==> src/rtl/reg_file_pkg.sv <==
// Shared defaults, address-width helper and address type for the register file.
package reg_file_pkg;

  localparam int DEF_DATA_W   = 32;
  localparam int DEF_NUM_REGS = 32;
  localparam int DEF_NUM_RD   = 2;

  function automatic int addr_w(input int n);
    int w;
    w = 0;
    while ((1 << w) < n) w = w + 1;
    return w;
  endfunction

  localparam int DEF_AW = addr_w(DEF_NUM_REGS);

  typedef logic [DEF_AW-1:0] reg_addr_t;

endpackage

==> src/rtl/reg_file_scoreboard.sv <==
// Per-register busy bits, issue handshake and registered busy population count.
module reg_file_scoreboard
  import reg_file_pkg::*;
#(
  parameter int  NUM_REGS = DEF_NUM_REGS,
  localparam int AW       = addr_w(NUM_REGS)
) (
  input  logic                clk,
  input  logic                rst_n,
  input  logic                wr_en,
  input  logic [AW-1:0]       wr_reg,
  input  logic                issue_valid,
  input  logic [AW-1:0]       issue_reg,
  output logic                issue_ready,
  output logic [NUM_REGS-1:0] busy,
  output logic [AW:0]         busy_count
);

  logic [NUM_REGS-1:0] busy_nxt;
  logic [AW:0]         count_nxt;
  logic                wr_hit;
  logic                set_hit;

  // A write releasing the issued register this cycle lets the reissue through;
  // the set is applied after the clear so it wins on a collision.
  always_comb begin
    wr_hit      = wr_en && (wr_reg != '0);
    issue_ready = (issue_reg == '0) || !busy[issue_reg] || (wr_en && (wr_reg == issue_reg));
    set_hit     = issue_valid && issue_ready && (issue_reg != '0);
    busy_nxt    = busy;
    if (wr_hit) busy_nxt[wr_reg] = 1'b0;
    if (set_hit) busy_nxt[issue_reg] = 1'b1;
    busy_nxt[0] = 1'b0;
    count_nxt   = '0;
    for (int i = 0; i < NUM_REGS; i++) begin
      count_nxt = count_nxt + (AW+1)'(busy_nxt[i]);
    end
  end

  always_ff @(posedge clk or negedge rst_n) begin
    if (!rst_n) begin
      busy       <= '0;
      busy_count <= '0;
    end else begin
      busy       <= busy_nxt;
      busy_count <= count_nxt;
    end
  end

endmodule

==> src/rtl/reg_file_mp.sv <==
// Multi-read-port register file with write-pending scoreboard.
// Optional same-cycle write-to-read bypass: define REG_FILE_BYPASS_EN.
module reg_file_mp
  import reg_file_pkg::*;
#(
  parameter int  DATA_W   = DEF_DATA_W,
  parameter int  NUM_REGS = DEF_NUM_REGS,
  parameter int  NUM_RD   = DEF_NUM_RD,
  localparam int AW       = addr_w(NUM_REGS)
) (
  input  logic                   clk,
  input  logic                   rst_n,
  input  logic                   Reg_Write,
  input  logic [AW-1:0]          Write_Reg,
  input  logic [DATA_W-1:0]      Write_Data,
  input  logic [NUM_RD*AW-1:0]   Read_Reg,
  output logic [NUM_RD*DATA_W-1:0] Read_Data,
  output logic [NUM_RD-1:0]      Read_Busy,
  input  logic                   Issue_Valid,
  input  logic [AW-1:0]          Issue_Reg,
  output logic                   Issue_Ready,
  output logic [AW:0]            Busy_Count
);

  logic [DATA_W-1:0]   regs [NUM_REGS];
  logic [NUM_REGS-1:0] busy;
  logic [AW-1:0]       rd_addr;

  reg_file_scoreboard #(.NUM_REGS(NUM_REGS)) u_scoreboard (
    .clk         (clk),
    .rst_n       (rst_n),
    .wr_en       (Reg_Write),
    .wr_reg      (Write_Reg),
    .issue_valid (Issue_Valid),
    .issue_reg   (Issue_Reg),
    .issue_ready (Issue_Ready),
    .busy        (busy),
    .busy_count  (Busy_Count)
  );

  // Entry 0 is never written, so it holds its reset value of zero.
  always_ff @(posedge clk or negedge rst_n) begin
    if (!rst_n) begin
      for (int i = 0; i < NUM_REGS; i++) regs[i] <= '0;
    end else if (Reg_Write && (Write_Reg != '0)) begin
      regs[Write_Reg] <= Write_Data;
    end
  end

  always_comb begin
    Read_Data = '0;
    Read_Busy = '0;
    rd_addr   = '0;
    for (int i = 0; i < NUM_RD; i++) begin
      rd_addr = Read_Reg[i*AW +: AW];
      Read_Data[i*DATA_W +: DATA_W] = regs[rd_addr];
      Read_Busy[i] = busy[rd_addr];
`ifdef REG_FILE_BYPASS_EN
      if (rst_n && Reg_Write && (Write_Reg != '0) && (Write_Reg == rd_addr)) begin
        Read_Data[i*DATA_W +: DATA_W] = Write_Data;
        Read_Busy[i] = 1'b0;
      end
`endif
    end
  end

endmodule

==> config.mk <==
export PLATFORM = sky130hd
export DESIGN_NAME = reg_file_mp
export DESIGN_NICKNAME = d
export VERILOG_FILES = /design/src/rtl/reg_file_pkg.sv /design/src/rtl/reg_file_scoreboard.sv /design/src/rtl/reg_file_mp.sv
export SDC_FILE = /design/constraint.sdc
export NUM_CORES = 2
export LEC_CHECK = 0
export CAP_MARGIN = 20
export CORE_ASPECT_RATIO = 0.6
export CORE_MARGIN = 2
export CORE_UTILIZATION = 54
export DETAILED_ROUTE_END_ITERATION = 16
export HOLD_SLACK_MARGIN = 0.15
export PLACE_DENSITY = 0.7
export SLEW_MARGIN = 15
export SYNTH_ARGS = -nofsm -noshare
export SYNTH_HDL_FRONTEND = slang
export SYNTH_SLANG_ARGS = --single-unit
==> constraint.sdc <==
create_clock -name clk -period 8.1 [get_ports clk]
set_input_delay 2.025 -clock clk [delete_from_list [all_inputs] [get_ports clk]]
set_output_delay 2.025 -clock clk [all_outputs]
set_load 0.005 [all_outputs]
==> impl_metrics.yaml <==
sta:
  setup-violations-final: 0
  timing.final.crit_period_ns: 7.87
  whs_ns: 0.394
  slew_viol_final: 0
  hold_violations: 0
  tightest_slew_ns: 1.14
  skew_ns: 0.0251
  slew-limit-headroom_pct: 23.7
  fin_crit_sh_pct: 97.1
  fmax_mhz: 127
cts:
  holdBufCountCts: 0
  clock_path_buffers: 3
  cts_max_level: 3
  cts_buffers: 101
  clk_latency_ns: 0.72
  tritoncts: "yes"
  clock-sinks: 1061
  cts-root-buf: "clkbuf_16"
  clk_pin_slew_ns: 0.06
floorplan:
  start_util_pct: 54.4
  placementRows: 92
  ios: 129
  fp.dieW_um: 423
  die_height_um: 256
  core_mm2: 0.105
  dieArea_mm2: 0.108
place:
  dp_hpwl_mm: 92.4
  gp_congestion: 0.863
  io_buffers: 128
detailed_routing:
  drtIter0Drc: 3048
  via_per_inst: 6.98
  wirelength_mm: 169
  vias: 34209
  dr.pass1.iters: 8
  ant_nets: 0
  route.detailed.drc: 0
  wire_per_inst_um: 34.6
logic_synthesis:
  syn_avg_cell_area_um2: 16.6
  synth_cell_types: 48
  netlist.area_leader.share_pct: 46.6
  yosysWarnings: 0
  ys_async_sr_fraction_pct: 100
  synth_edf_count: 0
  synth_cells: 3428
  netlist_top_cells_area: "dfrtp_1, mux4_2, mux2_2"
  yosys_register_bits: 1061
  ys_seq_area_share_pct: 46.6
  synth_fp_nets: 3516
  synth_largest_area_cell: "dfrtp_1"
  ys.flop_type: "dfrtp_1"
  synth_area_mm2: 0.0570
layout:
  multi_input_area_mm2: 0.0289
  layout_commonest_cell: "mux2_2"
  area_delta_synth_final_pct: 11.8
  utilization_pct: 60.8
  fill_cells: 7466
  drive_gt1_share_pct: 60.3
  nets: 3501
  regArea_mm2: 0.0266
  final_cell_mix: "mux2_2, dfrtp_1, mux4_2"
outcome:
  status: "complete, no violations"
power:
  powerDensity_mw_per_mm2: 287
  irDropWorstVdd_v: 0.000849
  p_leak_nw: 27.5
global_route:
  first_global_vias: 36713
  use_met3_pct: 6.95
  grt_pass1_wl_mm: 251
  met2_usage_pct: 49.3
  antenna_found_initial: 2
  grt_max_degree: 158
  overflow: 0
  grtUsageMet1_pct: 45.1
  grt.busiest_layer: "met2"
  grtUsageTotal_pct: 31.8
setup_path:
  critPathArrivalTime_ns: 8.45
  critical_path_required_ns: 8.69
  startpoint_type: "input pin"
  worstPathMaxFanout: 5
  cp-end-kind: "flop"
  worst-setup-path-type: "in -> reg"
worst_hold_path:
  min_path_type: "reg -> reg"
run:
  drv_cap: 0
## power by group
part / switching (mW) / internal, mW / leakage, nW
registers: 0.811 / 6.38 / 13.6
clock network: 2.15 / 2.89 / 1.73
logic: 2.43 / 3.63 / 12.2
total: 5.39 / 12.9 / 27.5
## Yosys cell counts (2+ instances only)
cell and count:
mux2_2 1063, dfrtp_1 1061, mux4_2 659, clkbuf_1 227
buf_2 92, buf_1 69, nand2_1 38, inv_1 35
a22o_1 31, fa_1 23, a22oi_1 17, buf_4 13
mux2i_1 10, nor2_1 10, ha_1 9, nor3b_1 7
and3_1 6, nand3_1 6, and2_1 4, xnor2_1 4
xor2_1 4, a21oi_2 3, and3b_1 3, nor2b_1 3
nor3_1 3, a21o_1 2, a21oi_1 2, and4b_1 2
nand3b_1 2, o21ai_0 2
## stage by stage
step	setup WS [ns]	instances	TNS [ns]	instance area (um^2)	power, mW
5_1_grt	-0.0358	4902	-0.0358	63700	19.2
2_1_floorplan	0.108	3428	0	57000	11.1
6_report	0.235	4902	0	63700	18.3
4_1_cts	0.126	4892	0	63500	18.3
3_3_place_gp	-0.617	4711	-2.33	60000	13.0
3_5_place_dp	-0.622	4711	-2.37	60000	13.2
## cell type report
cell class | count | area share [%]
multi-input cells | 1930 | 45.3
flip-flops and latches | 1061 | 41.7
clock buffers | 144 | 4.72
repair buffers | 284 | 4.54
well taps | 1410 | 2.77
clock inverters | 37 | 0.731
inverters | 35 | 0.206
diodes | 1 | 0.00393
## repair_timing
item / CTS / global route
gates resized for setup: 0 / 21
buffers inserted: 0 / 6
endpoints found under the setup margin: 0 / 4
## kinds of logic (layout without fill, tap and decap cells)
kind of cell | count (synthesis) | in the layout | synth area share (%)
compound gates | 64 | 64 | 0.927
xor+xnor | 8 | 8 | 0.123
fa+ha+maj | 32 | 32 | 1.01
buf+inv | 437 | 500 | 3.18
flops | 1061 | 1061 | 46.6
mux | 1733 | 1733 | 47.3
other cells | 0 | 1 | 0
simple gates | 93 | 93 | 0.883
## per-layer routing
layer / vias to the layer above / part of all wire (%)
met5: - / 0.0059
met4: 2 / 3.4
met3: 362 / 7.6
met2: 1471 / 48
met1: 19000 / 42
li1: 13374 / -
## critical path: stages
cell             delay, ns
clkdlybuf4s50_1       0.50
buf_6                 0.13
mux2i_1               0.22
o22ai_1               0.13
o31ai_2               0.33
nand4_4               0.19
a211oi_4              0.31
a22o_1                0.24
ha_1                  0.24
inv_1                 0.07
fa_1                  0.42
fa_1                  0.52
inv_1                 0.06
fa_1                  0.46
fa_1                  0.52
fa_1                  0.53
fa_1                  0.56
ha_2                  0.18
inv_1                 0.06
fa_2                  0.39
inv_1                 0.06
a21o_1                0.10
a21oi_1               0.07
xnor2_1               0.13
## final timing paths
path | startpoint | endpoint | slack [ns] | cells past startpoint
worst min-delay path | regs[1009] | regs[1009] | 0.39 | 0
worst max-delay path | Issue_Reg[3] | u_scoreboard.busy_count[4] | 0.23 | 24
min in group asynchronous | rst_n | regs[410] | 1.36 | 1
worst max register to register | u_scoreboard.busy[27] | u_scoreboard.busy_count[4] | 1.52 | 22
max in group asynchronous | rst_n | regs[348] | 4.91 | 3
worst min register to register | regs[1009] | regs[1009] | 0.39 | 0
## flip-flops by register name, summed over array words and instances (netlist names)
signal,flops
regs,1024
u_scoreboard.busy,31
u_scoreboard.busy_count,6
(Power assumes the default switching activity.)
